### config.mk
export PLATFORM = sky130hd
export DESIGN_NAME = accel_host_seq
export DESIGN_NICKNAME = d
export VERILOG_FILES = /design/src/rtl/accel_pkg.sv /design/src/rtl/seq_timeout_cnt.sv /design/src/rtl/accel_host_seq.sv
export SDC_FILE = /design/constraint.sdc
export NUM_CORES = 1
export LEC_CHECK = 0
export BUFFER_PORTS_ARGS = -buffer_cell sky130_fd_sc_hd__clkbuf_2
export CAP_MARGIN = 20
export CORE_AREA = 8 8 196 198
export DETAILED_ROUTE_END_ITERATION = 7
export DIE_AREA = 0 0 204 206
export GPL_ROUTABILITY_DRIVEN = 0
export PLACE_DENSITY = 0.6
export SYNTH_ARGS = -nofsm -noshare
export SYNTH_HDL_FRONTEND = slang
export SYNTH_SLANG_ARGS = --single-unit
export TNS_END_PERCENT = 100
### constraint.sdc
create_clock -name clk -period 11.66 [get_ports clk]
set_input_delay 1.166 -clock clk [delete_from_list [all_inputs] [get_ports clk]]
set_output_delay 1.166 -clock clk [all_outputs]
set_load 0.05 [all_outputs]
### src/rtl/accel_pkg.sv
// Shared definitions for the accelerator host sequencer: opcodes, FSM states
// and width constants.
package accel_pkg;

  localparam int ADDR_W          = 8;
  localparam int DEF_WIDTH       = 8;
  localparam int DEF_MAX_MAT_WH  = 128;
  localparam int ROW_BITS        = $clog2(DEF_WIDTH);
  localparam int SUBMAT_BITS     = $clog2(DEF_MAX_MAT_WH / DEF_WIDTH);

  localparam logic [2:0] OP_WR_INPUT  = 3'd0;
  localparam logic [2:0] OP_WR_WEIGHT = 3'd1;
  localparam logic [2:0] OP_LOAD_FIFO = 3'd2;
  localparam logic [2:0] OP_MATMUL    = 3'd3;
  localparam logic [2:0] OP_RD_OUTPUT = 3'd4;

  typedef enum logic [2:0] {
    ST_IDLE      = 3'd0,
    ST_FETCH     = 3'd1,
    ST_ISSUE     = 3'd2,
    ST_WAIT_DONE = 3'd3,
    ST_CAPTURE   = 3'd4,
    ST_PUSH      = 3'd5
  } state_t;

  function automatic logic is_write_op(input logic [2:0] op);
    return (op == OP_WR_INPUT) || (op == OP_WR_WEIGHT);
  endfunction

  function automatic logic is_single_op(input logic [2:0] op);
    return (op == OP_LOAD_FIFO) || (op == OP_MATMUL);
  endfunction

endpackage

### src/rtl/seq_timeout_cnt.sv
// Loadable down-counter used to bound the wait for accelerator completion.
// expired is high while the count sits at zero.
module seq_timeout_cnt #(
  parameter int CNT_W = 11
) (
  input  logic             clk,
  input  logic             rst,
  input  logic             clr,
  input  logic             load,
  input  logic [CNT_W-1:0] load_val,
  input  logic             en,
  output logic             expired
);

  logic [CNT_W-1:0] cnt_r;

  // count register: clear wins over load, load wins over decrement
  always_ff @(posedge clk or posedge rst) begin
    if (rst) begin
      cnt_r <= {CNT_W{1'b0}};
    end else if (clr) begin
      cnt_r <= {CNT_W{1'b0}};
    end else if (load) begin
      cnt_r <= load_val;
    end else if (en && (cnt_r != {CNT_W{1'b0}})) begin
      cnt_r <= cnt_r - {{(CNT_W-1){1'b0}}, 1'b1};
    end else begin
      cnt_r <= cnt_r;
    end
  end

  assign expired = (cnt_r == {CNT_W{1'b0}});

endmodule

### src/rtl/accel_host_seq.sv
// Host-side command sequencer: splits host commands into per-row accelerator
// start/done transactions, streams write rows in and output rows out.
module accel_host_seq
  import accel_pkg::*;
#(
  parameter int WIDTH_HEIGHT = 8,
  parameter int DATA_WIDTH   = 8,
  parameter int MAX_MAT_WH   = 128,
  parameter int TIMEOUT      = 1024,
  localparam int ROW_W = $clog2(WIDTH_HEIGHT),
  localparam int SUB_W = $clog2(MAX_MAT_WH / WIDTH_HEIGHT),
  localparam int WR_W  = WIDTH_HEIGHT * DATA_WIDTH,
  localparam int RD_W  = WIDTH_HEIGHT * 2 * DATA_WIDTH
) (
  input  logic              clk,
  input  logic              rst,
  input  logic              cmd_valid,
  output logic              cmd_ready,
  input  logic [2:0]        cmd_opcode,
  input  logic [ROW_W-1:0]  cmd_dim_1,
  input  logic [ROW_W-1:0]  cmd_dim_2,
  input  logic [ROW_W-1:0]  cmd_dim_3,
  input  logic [ADDR_W-1:0] cmd_addr,
  input  logic [7:0]        cmd_len,
  input  logic [SUB_W-1:0]  cmd_submat_row,
  input  logic [SUB_W-1:0]  cmd_submat_col,
  input  logic              wdata_valid,
  output logic              wdata_ready,
  input  logic [WR_W-1:0]   wdata,
  output logic              rdata_valid,
  input  logic              rdata_ready,
  output logic [RD_W-1:0]   rdata,
  output logic              busy,
  output logic              err_timeout,
  output logic              acc_start,
  output logic [2:0]        acc_opcode,
  output logic [ROW_W-1:0]  acc_dim_1,
  output logic [ROW_W-1:0]  acc_dim_2,
  output logic [ROW_W-1:0]  acc_dim_3,
  output logic [ADDR_W-1:0] acc_addr_1,
  output logic [SUB_W-1:0]  acc_submat_row,
  output logic [SUB_W-1:0]  acc_submat_col,
  output logic [WR_W-1:0]   acc_input_wr_data,
  output logic [WR_W-1:0]   acc_weight_wr_data,
  input  logic              acc_done,
  input  logic              acc_fifo_ready,
  input  logic [RD_W-1:0]   acc_output_rd_data
);

  localparam int TMO_W = $clog2(TIMEOUT + 1);

  state_t            state_r, state_s;
  logic [2:0]        op_r;
  logic [ROW_W-1:0]  dim1_r, dim2_r, dim3_r;
  logic [ADDR_W-1:0] addr_r;
  logic [7:0]        len_r, row_r;
  logic [SUB_W-1:0]  sub_row_r, sub_col_r;
  logic [WR_W-1:0]   in_wr_r, wt_wr_r;
  logic [RD_W-1:0]   rdata_r;
  logic              rdata_valid_r, err_r;

  logic accept_s, fetch_s, start_s, row_adv_s, capture_s, pop_s;
  logic tmo_en_s, tmo_exp_s, tmo_expired_s, last_s;

  assign last_s = is_single_op(op_r) || (row_r == len_r);

  seq_timeout_cnt #(.CNT_W(TMO_W)) u_tmo (
    .clk      (clk),
    .rst      (rst),
    .clr      (accept_s),
    .load     (start_s),
    .load_val (TMO_W'(TIMEOUT - 1)),
    .en       (tmo_en_s),
    .expired  (tmo_expired_s)
  );

  // next-state and per-cycle strobes
  always_comb begin
    state_s   = state_r;
    accept_s  = 1'b0;
    fetch_s   = 1'b0;
    start_s   = 1'b0;
    row_adv_s = 1'b0;
    capture_s = 1'b0;
    pop_s     = 1'b0;
    tmo_en_s  = 1'b0;
    tmo_exp_s = 1'b0;
    case (state_r)
      ST_IDLE: begin
        if (cmd_valid) begin
          accept_s = 1'b1;
          state_s  = is_write_op(cmd_opcode) ? ST_FETCH : ST_ISSUE;
        end else begin
          state_s = ST_IDLE;
        end
      end
      ST_FETCH: begin
        if (wdata_valid) begin
          fetch_s = 1'b1;
          state_s = ST_ISSUE;
        end else begin
          state_s = ST_FETCH;
        end
      end
      ST_ISSUE: begin
        // unknown opcodes pass through ISSUE once without touching the accelerator
        if (op_r > OP_RD_OUTPUT) begin
          state_s = ST_IDLE;
        end else if ((op_r == OP_MATMUL) && !acc_fifo_ready) begin
          state_s = ST_ISSUE;
        end else begin
          start_s = 1'b1;
          state_s = ST_WAIT_DONE;
        end
      end
      ST_WAIT_DONE: begin
        tmo_en_s = 1'b1;
        if (acc_done) begin
          if (op_r == OP_RD_OUTPUT) begin
            state_s = ST_CAPTURE;
          end else if (last_s) begin
            state_s = ST_IDLE;
          end else begin
            row_adv_s = 1'b1;
            state_s   = is_write_op(op_r) ? ST_FETCH : ST_ISSUE;
          end
        end else if (tmo_expired_s) begin
          tmo_exp_s = 1'b1;
          state_s   = ST_IDLE;
        end else begin
          state_s = ST_WAIT_DONE;
        end
      end
      ST_CAPTURE: begin
        capture_s = 1'b1;
        state_s   = ST_PUSH;
      end
      ST_PUSH: begin
        if (rdata_ready) begin
          pop_s = 1'b1;
          if (last_s) begin
            state_s = ST_IDLE;
          end else begin
            row_adv_s = 1'b1;
            state_s   = ST_ISSUE;
          end
        end else begin
          state_s = ST_PUSH;
        end
      end
      default: state_s = ST_IDLE;
    endcase
  end

  // FSM state register
  always_ff @(posedge clk or posedge rst) begin
    if (rst) begin
      state_r <= ST_IDLE;
    end else begin
      state_r <= state_s;
    end
  end

  // latched command fields and row/address tracking
  always_ff @(posedge clk or posedge rst) begin
    if (rst) begin
      op_r      <= 3'd0;
      dim1_r    <= {ROW_W{1'b0}};
      dim2_r    <= {ROW_W{1'b0}};
      dim3_r    <= {ROW_W{1'b0}};
      addr_r    <= 8'd0;
      len_r     <= 8'd0;
      row_r     <= 8'd0;
      sub_row_r <= {SUB_W{1'b0}};
      sub_col_r <= {SUB_W{1'b0}};
    end else if (accept_s) begin
      op_r      <= cmd_opcode;
      dim1_r    <= cmd_dim_1;
      dim2_r    <= cmd_dim_2;
      dim3_r    <= cmd_dim_3;
      addr_r    <= cmd_addr;
      len_r     <= cmd_len;
      row_r     <= 8'd0;
      sub_row_r <= cmd_submat_row;
      sub_col_r <= cmd_submat_col;
    end else if (row_adv_s) begin
      addr_r <= addr_r + 8'd1;
      row_r  <= row_r + 8'd1;
    end else begin
      addr_r <= addr_r;
      row_r  <= row_r;
    end
  end

  // write-row holding registers toward the accelerator memories
  always_ff @(posedge clk or posedge rst) begin
    if (rst) begin
      in_wr_r <= {WR_W{1'b0}};
      wt_wr_r <= {WR_W{1'b0}};
    end else if (fetch_s && (op_r == OP_WR_INPUT)) begin
      in_wr_r <= wdata;
    end else if (fetch_s) begin
      wt_wr_r <= wdata;
    end else begin
      in_wr_r <= in_wr_r;
      wt_wr_r <= wt_wr_r;
    end
  end

  // result row register; held until the host takes it
  always_ff @(posedge clk or posedge rst) begin
    if (rst) begin
      rdata_r       <= {RD_W{1'b0}};
      rdata_valid_r <= 1'b0;
    end else if (capture_s) begin
      rdata_r       <= acc_output_rd_data;
      rdata_valid_r <= 1'b1;
    end else if (pop_s) begin
      rdata_valid_r <= 1'b0;
    end else begin
      rdata_valid_r <= rdata_valid_r;
    end
  end

  // sticky timeout flag, cleared by the next accepted command
  always_ff @(posedge clk or posedge rst) begin
    if (rst) begin
      err_r <= 1'b0;
    end else if (accept_s) begin
      err_r <= 1'b0;
    end else if (tmo_exp_s) begin
      err_r <= 1'b1;
    end else begin
      err_r <= err_r;
    end
  end

  assign cmd_ready          = (state_r == ST_IDLE);
  assign busy               = (state_r != ST_IDLE);
  assign wdata_ready        = (state_r == ST_FETCH);
  assign acc_start          = start_s;
  assign rdata              = rdata_r;
  assign rdata_valid        = rdata_valid_r;
  assign err_timeout        = err_r;
  assign acc_opcode         = op_r;
  assign acc_dim_1          = dim1_r;
  assign acc_dim_2          = dim2_r;
  assign acc_dim_3          = dim3_r;
  assign acc_addr_1         = addr_r;
  assign acc_submat_row     = sub_row_r;
  assign acc_submat_col     = sub_col_r;
  assign acc_input_wr_data  = in_wr_r;
  assign acc_weight_wr_data = wt_wr_r;

endmodule

# Word-level counts from Yosys, hierarchy flattened
# Index checks and enable logic that the tools add are counted.
[word_totals]
regBits = 316
input_bits = 235
out_inout_bits = 290
word_cells = 94
[op_classes]
addsub = 3
n_lt_le_gt_ge = 1
eq_ne = 11
mux = 43
bitwise = 1
n_reduce_logical = 19
[op_table]
columns = ["cell", "count"]
rows = [
  ["$mux 11", 3],
  ["$mux 8", 4],
  ["$mux 1", 23],
  ["$pmux 3 s6", 1],
  ["$add 8x1->8 const B", 2],
  ["$mux 2", 8],
  ["$eq 3x2->1 const B", 4],
  ["$logic_not 11->1", 1],
  ["$reduce_bool 11->1", 1],
  ["$sub 11x1->11 const B", 1],
  ["$eq 3x1->1 const B", 3],
  ["$eq 3x3->1 const B", 3],
  ["$logic_not 3->1", 3],
  ["$mux 3", 3],
  ["$eq 8x8->1", 1],
  ["$reduce_bool 2->1", 3],
  ["$reduce_bool 3->1", 2],
  ["$logic_or 1x1->1", 4],
  ["$gt 3x3->1 const B", 1],
  ["$logic_and 1x1->1", 3],
  ["$pmux 1 s2", 1],
  ["$reduce_and 2->1", 1],
  ["$logic_not 1->1", 1],
  ["$not 1->1", 1],
]

# Longest topological paths before layout
# Gate-level depths: netlist (run 1).
[logic_depth]
ltp_word = 9
ltp_mapped = 8
mapped_depth_nobuf = 8

# Hierarchy
# A second synthesis (run 1) with hierarchy kept.
[unflattened]
cells_unflattened = 903
hier_area_um2 = 12630.9
[by_module_without_submodules]
columns = ["mod", "n_inst", "cells_per_inst", "area_each_um2"]
rows = [
  ["accel_host_seq", 1, 818, 11881.4],
  ["seq_timeout_cnt", 1, 85, 749.5],
]

# Least setup slack after synthesis (run 1)
# OpenSTA, ideal clock, no wires.
[synth_timing]
path_kind = "flip-flop to output port"
start = "register state_r[2]"
end = "output port busy"
arrival_ns = 2.300
path_slack_ns = 8.194
stages_incl_launch_ff = 4
n_path_buf = 1
cell_sequence = "dfrtp_1 > buf_6 > nor3_1 > inv_1"
[synth_via]
elab_chain_cells = 1
[synth_lines]
columns = ["item", "line", "source"]
rows = [
  ["start, declared", "accel_host_seq.sv:52", "state_t state_r, state_s;"],
  ["start signal, assigned", "accel_host_seq.sv:160", "state_r <= state_s;"],
  ["$reduce_bool 3->1", "accel_host_seq.sv:239", "assign busy = (state_r != ST_IDLE);"],
  ["end, declared", "accel_host_seq.sv:33", "output logic busy,"],
]
# Every way passes these cells.

# Worst setup path after layout (run 1)
[layout_timing]
start = "input port acc_fifo_ready"
end = "output port acc_start"
[layout_via]
elab_chain_cells = 5
[layout_lines]
columns = ["item", "line", "source"]
rows = [
  ["start, declared", "accel_host_seq.sv:46", "input logic acc_fifo_ready,"],
  ["$logic_not 1->1", "accel_host_seq.sv:109", "end else if ((op_r == OP_MATMUL) && !acc_fifo_ready) begin"],
  ["$logic_and 1x1->1", "accel_host_seq.sv:109", ""],
  ["$mux 1", "accel_host_seq.sv:109", ""],
  ["$mux 1", "accel_host_seq.sv:107", "if (op_r > OP_RD_OUTPUT) begin"],
  ["$mux 1", "accel_host_seq.sv:88", "case (state_r)"],
  ["end, declared", "accel_host_seq.sv:35", "output logic acc_start,"],
]
# Every way passes these cells.

==> results.json, run 1 <==
{
  "status": "finished clean",
  "grt-ovfl-total": 0,
  "cts_made_buffers": 36,
  "worstPathRequired_ps": 10490,
  "start_util": 0.3498,
  "worst_hold_slack_ps": 478.3,
  "grt_pass1_vias": 9283,
  "dr.pass1.iters": 6,
  "finalNonFillerCells": 1873,
  "cts-resized-gates": 0,
  "setup_viol": 0,
  "track_usage": 0.1686,
  "busiest_layer": "met2",
  "r2r_setup_slack_ps": 8440,
  "fin_total_pwr_uw": 5882,
  "htreeDepth": 2,
  "num_vias": 8772,
  "postSynth.asyncResetShare": 1.000,
  "critPathMostFrequentCell": "clkbuf_2",
  "first_iter_violations": 401,
  "start_kind": "input port",
  "wirelength_um": 36830,
  "synth.most_common_cell": "dfrtp_1",
  "finalSetupTns_ps": 0,
  "synth_edf_count": 0,
  "io_buffers": 524,
  "syn_area_um2": 12320,
  "ff2ff_path_depth": 5,
  "finalHoldViolations": 0,
  "yosys-top-cells-count": "dfrtp_1 (316), mux2_2 (256), nand2_1 (97)",
  "grt_util_met2": 0.2954,
  "clk-insertion-delay-late_ps": 520,
  "die_w_um": 204,
  "netlist.area_leader.share": 0.6418,
  "rsz0062_at_grt": "false",
  "grt_max_degree": 108,
  "period_needed_ps": 3538,
  "clk_transition_reported_paths_ps": 60,
  "antenna_found_initial": 5,
  "finalInstanceArea_um2": 16540,
  "ant_nets": 0,
  "multi_input_area_um2": 4199,
  "r2r-end": "rdata[54]$_DFFE_PP0P_",
  "place_hpwl_um": 27810,
  "yosys-top-cells-area": "dfrtp_1 (64%), mux2_2 (23%), nand2_1 (3.0%)",
  "placed_area_um2": 15400,
  "grt_pass1_wl_um": 55520,
  "leakage_uw": 0.008595,
  "fillers": 3237,
  "crit_fanout": 10,
  "drv_cap": 0,
  "irDropWorstVdd_uv": 248.2,
  "ctsHoldBuffers": 0,
  "dp.cells": 1808,
  "die_h_um": 206,
  "drc": 0,
  "syn-mean-instance-area_um2": 14.36,
  "hp-class": "flop to flop",
  "reg2reg_from": "state_r[2]$_DFF_PP0_",
  "yosys.area.top_type": "dfrtp_1",
  "slew_viol_final": 0,
  "rows": 69,
  "cts_tree": "done",
  "finClkSkew_ps": 18.65,
  "cts_sinks": 316,
  "die_area_um2": 42020,
  "ys_seq_area_frac": 0.6418,
  "synthCells": 858,
  "finalCritPeriodShare": 0.3034,
  "area_growth_pct": 34.21,
  "critical-path-top-delay-family": "buffers and inverters",
  "ioPinCount": 525,
  "slowest_delay_ps": 370,
  "crit_chain": "clkbuf_2 > nor2b_1 > o21ai_0 > nand3_1 > inv_1 > clkbuf_2",
  "cp_slowest_cell": "nand3_1",
  "coreArea_um2": 35220,
  "holdPathStages": 2,
  "avgViaCountPerCell": 4.683,
  "p_per_area_nw_per_um2": 355.7,
  "ff_latch_area_um2": 7908,
  "wl_per_cell_um": 19.66,
  "arrival_ps": 2370,
  "cp-end-kind": "output pin",
  "synth_cell_type_count": 45,
  "met3_usage": 0.04859,
  "yosys_warnings": 0,
  "cp_num_buf_inv": 3,
  "synth-main-ff-cell": "dfrtp_1",
  "fmax_mhz": 282.6,
  "hold_end": "acc_submat_row[3]$_DFFE_PP0P_",
  "met1_usage": 0.1951,
  "holdCritStartpoint": "acc_submat_row[3]$_DFFE_PP0P_",
  "layout.nets": 1623,
  "slew_headroom": 0.2472,
  "worst_slew_pin_slew_ps": 1129,
  "synth_fp_nets": 1096,
  "crit_type": "input port to output pin",
  "cts_setup_buffers": 0,
  "cts_buffer_depth": 3,
  "yosys_register_bits": 316,
  "drive_above_1_share": 0.6058,
  "cts-root-buf": "clkbuf_16"
}
## layer usage
metal / vias up / part of all wire
met5: - / 0.00035
met3: 55 / 0.074
met4: 2 / 0.024
met1: 4375 / 0.38
met2: 303 / 0.52
li1: 4037 / -
## flip-flops by register name, summed over array words and instances (netlist names)
register / cells
rdata: 128
acc_input_wr_data: 64
acc_weight_wr_data: 64
u_tmo.cnt_r: 11
acc_addr_1: 8
len_r: 8
row_r: 8
acc_submat_col: 4
acc_submat_row: 4
acc_dim_1: 3
acc_dim_2: 3
acc_dim_3: 3
acc_opcode: 3
state_r: 3
err_timeout: 1
rdata_valid: 1
## cells by family (layout without fill, tap and decap cells)
group / count (synthesis) / in the layout / synth area share
flip-flops: 316 / 316 / 0.6418
other: 0 / 4 / 0
multiplexers: 258 / 258 / 0.2356
AND/OR/NAND/NOR: 165 / 165 / 0.06185
adder cells (fa/ha/maj): 3 / 3 / 0.003047
buffers and inverters: 49 / 599 / 0.01889
XOR/XNOR: 22 / 22 / 0.01564
AO/OA/AOI/OAI: 45 / 45 / 0.02315
## worst register-to-register path: cells and delay by family, from the launching register on
kind	cells	cell delay, ps
multiplexers	1	550
buffers and inverters	2	1370
AND/OR/NAND/NOR	2	720
flip-flops	1	470
## area by class of cell
cell class	instances	share of cell area
multi-input cells	493	0.2539
repair buffers	532	0.1622
clock buffers	51	0.06288
inverters	6	0.001816
clock inverters	10	0.005448
diodes	4	0.0006053
well taps	461	0.03488
flip-flops and latches	316	0.4782
## cell usage in the layout (no fill, tap or decap), types with 5 or more instances in the layout
master,instances
nor3b_1,5
inv_1,5
xnor2_1,15
nand4_1,9
buf_4,8
clkbuf_16,38
nor2_1,20
nand2_1,96
mux2_2,256
nand3_1,6
dfrtp_1,316
a21oi_1,13
clkinv_2,7
xor2_1,7
o21ai_0,15
clkbuf_2,524
clkbuf_1,9
## metrics by stage
step / utilization / setup slack (ps)
after floorplan: - / 1751
after global placement: 0.4371 / 7905
after detailed placement: 0.4371 / 7920
after CTS: 0.4692 / 8115
after global routing: 0.4695 / 7998
final: 0.4695 / 8122
## power breakdown
group	switching (uW)	internal, uW
sequential	279	1580
combinational	2200	756
clock	430	643
## worst max-delay path by stage
stage / slack [ps] / startpoint / endpoint / cells after the start
after floorplan: 1750 / rst / acc_addr_1[0]$_DFFE_PP0P_ / 1
after global placement: 7900 / rst / acc_opcode[0]$_DFFE_PP0P_ / 4
after detailed placement: 7920 / rst / acc_opcode[0]$_DFFE_PP0P_ / 4
after CTS: 8120 / acc_fifo_ready / acc_start / 6
after global routing: 8000 / acc_fifo_ready / acc_start / 6
final: 8120 / acc_fifo_ready / acc_start / 6
No activity file was read; power rests on OpenSTA's default activity.
==> run 2, diff against run 1 <==
==> constraint.sdc (replaced) <==
create_clock -name clk -period 3.5 [get_ports clk]
set_input_delay 0.35 -clock clk [delete_from_list [all_inputs] [get_ports clk]]
set_output_delay 0.35 -clock clk [all_outputs]
set_load 0.05 [all_outputs]
==> run 2 against run 1 <==
Against the previous run: clock skew shrank 5.2 ps; total power grew to 3.4 times the previous value; via count grew 0.51%; sequential share of layout area shrank 0.76 points; die area is the same; critical path depth shrank 2; cell area grew 1.6%; cell count grew 0.53%; wire length grew 0.93%; count of clock-buffer cells in the layout grew 1.
==> results.json, run 2 (same netlist as run 1, synthesis figures left out) <==
{
  "pwr-share-comb": 0.497,
  "largest_register_ff_count": 128,
  "die_w_um": 204,
  "status": "finished clean",
  "hp-class": "input port to flop",
  "start_util": 0.3498,
  "p_switching_uw": 9720,
  "cts_sinks": 316,
  "start_kind": "flop",
  "wirelength_um": 37170,
  "drive_above_1_share": 0.6092,
  "rsz0062_at_grt": "false",
  "htreeDepth": 2,
  "cts_buffer_depth": 3,
  "fmax_mhz": 375.9,
  "grt-ovfl-total": 0,
  "rows": 69,
  "clk_transition_reported_paths_ps": 60,
  "ioPinCount": 525,
  "internal_power_uw": 10180,
  "cts-root-buf": "clkbuf_16",
  "worst_hold_slack_ps": 34.82,
  "ant_nets": 0,
  "drc": 0,
  "grt_pass1_vias": 9501,
  "finalInstanceArea_um2": 16800,
  "die_area_um2": 42020,
  "arrival_ps": 2310,
  "finClkSkew_ps": 13.48,
  "io_buffers": 524,
  "finalHoldViolations": 0,
  "final_cell_mix": "clkbuf_2 (524), dfrtp_1 (316), mux2_2 (256)",
  "first_iter_violations": 284,
  "cts_setup_buffers": 0,
  "crit_fanout": 10,
  "grt_pass1_wl_um": 56680,
  "crit_type": "flop to output pin",
  "track_usage": 0.1715,
  "period_needed_ps": 2660,
  "cp-end-kind": "output pin",
  "die_h_um": 206,
  "wl_per_cell_um": 19.74,
  "avgViaCountPerCell": 4.682,
  "leakage_uw": 0.008707,
  "slew_headroom": 0.5146,
  "place_hpwl_um": 29010,
  "coreArea_um2": 35220,
  "grt_max_degree": 79,
  "setup_viol": 0,
  "area_growth_pct": 36.38,
  "fin_total_pwr_uw": 19900,
  "slew_viol_final": 0,
  "pwr-share-seq": 0.312,
  "drv_cap": 0,
  "layout.nets": 1633,
  "p_per_area_nw_per_um2": 1184,
  "clk-insertion-delay-late_ps": 500,
  "p_sw_frac": 0.4884,
  "dr.pass1.iters": 4,
  "irDropWorstVdd_uv": 743.2,
  "finalCritPeriodShare": 0.7600,
  "cts_tree": "done",
  "num_vias": 8817,
  "cts_made_buffers": 35,
  "layout_commonest_cell": "clkbuf_2",
  "p_clk_frac": 0.192,
  "placed_area_um2": 15580,
  "worst_slew_pin_slew_ps": 726.6,
  "antenna_found_initial": 1,
  "worstPathRequired_ps": 3150
}
-- run 2: cell types whose count changed in the layout (fill, tap and decap cells not counted), moves of 2 or more --
| cell | before | now |
|---|---|---|
| diode_2 | 4 | 2 |
| clkbuf_8 | 4 | 7 |
| clkinvlp_4 | 0 | 3 |
| buf_12 | 0 | 9 |
| bufinv_16 | 1 | 4 |
| clkinv_2 | 7 | 4 |
-- run 2: path summary, 6_finish.rpt --
kind / from / depth (start not counted) / endpoint / slack [ps]
max reg2reg: state_r[0]$_DFF_PP0_ / 5 / acc_weight_wr_data[58]$_DFFE_PP0P_ / 1120
min in group asynchronous: rst / 3 / rdata[63]$_DFFE_PP0P_ / 520
min reg2reg: acc_dim_2[2]$_DFFE_PP0P_ / 2 / acc_dim_2[2]$_DFFE_PP0P_ / 470
max: state_r[0]$_DFF_PP0_ / 4 / acc_start / 840
max in group asynchronous: rst / 5 / acc_input_wr_data[48]$_DFFE_PP0P_ / 1990
min: cmd_len[4] / 3 / len_r[4]$_DFFE_PP0P_ / 30
-- run 2: per-stage QoR --
stage	setup slack, ps	cells	util	TNS (ps)
after floorplan	-1061	858	-	-335230
after global placement	1220	1818	0.4423	0
after detailed placement	1109	1818	0.4423	0
after CTS	793.6	1881	0.4769	0
after global routing	688.7	1882	0.4769	0
final	839.9	1883	0.4770	0
-- run 2: cell type report --
class	instances	area, um^2
antenna	2	5.005
clock buffer	52	1052
clock inverter	10	155.1
fill	3220	18420
inverter	6	26.28
multi-input combinational	493	4199
sequential	316	7908
tap	461	576.8
timing repair buffer	543	2880
-- run 2: what timing repair did --
| item | CTS | global route |
|---|---|---|
| hold buffers | 1 | 0 |
| gates resized for setup | 0 | 0 |
| endpoints found under the hold margin | 27 | 0 |
-- run 2: power by group through the flow --
| stage | sequential (uW) | clock [uW] | combinational, uW |
|---|---|---|---|
| 3_5_place_dp | 6270 | 0 | 10000 |
| 6_report | 6200 | 3810 | 9880 |
| 2_1_floorplan | 11300 | 0 | 2330 |
| 5_1_grt | 6450 | 4100 | 10300 |
| 3_3_place_gp | 6210 | 0 | 9930 |
| 4_1_cts | 6220 | 3940 | 10000 |
-- run 2: critical path, stage by stage, from the launching register on --
cell and delay, ps:
dfrtp_1 470, nor3b_1 350, nand3_1 400, inv_1 260
clkbuf_2 330
-- run 2: routing by layer --
metal | routed length [um] | part of all wire | vias to the layer above | global-route usage
li1 | - | - | 4065 | -
met1 | 14410 | 0.39 | 4387 | 0.2009
met2 | 18940 | 0.51 | 312 | 0.3014
met3 | 2872 | 0.077 | 53 | 0.04843
met4 | 952 | 0.026 | 0 | 0.05374
met5 | 0 | 0 | - | 0
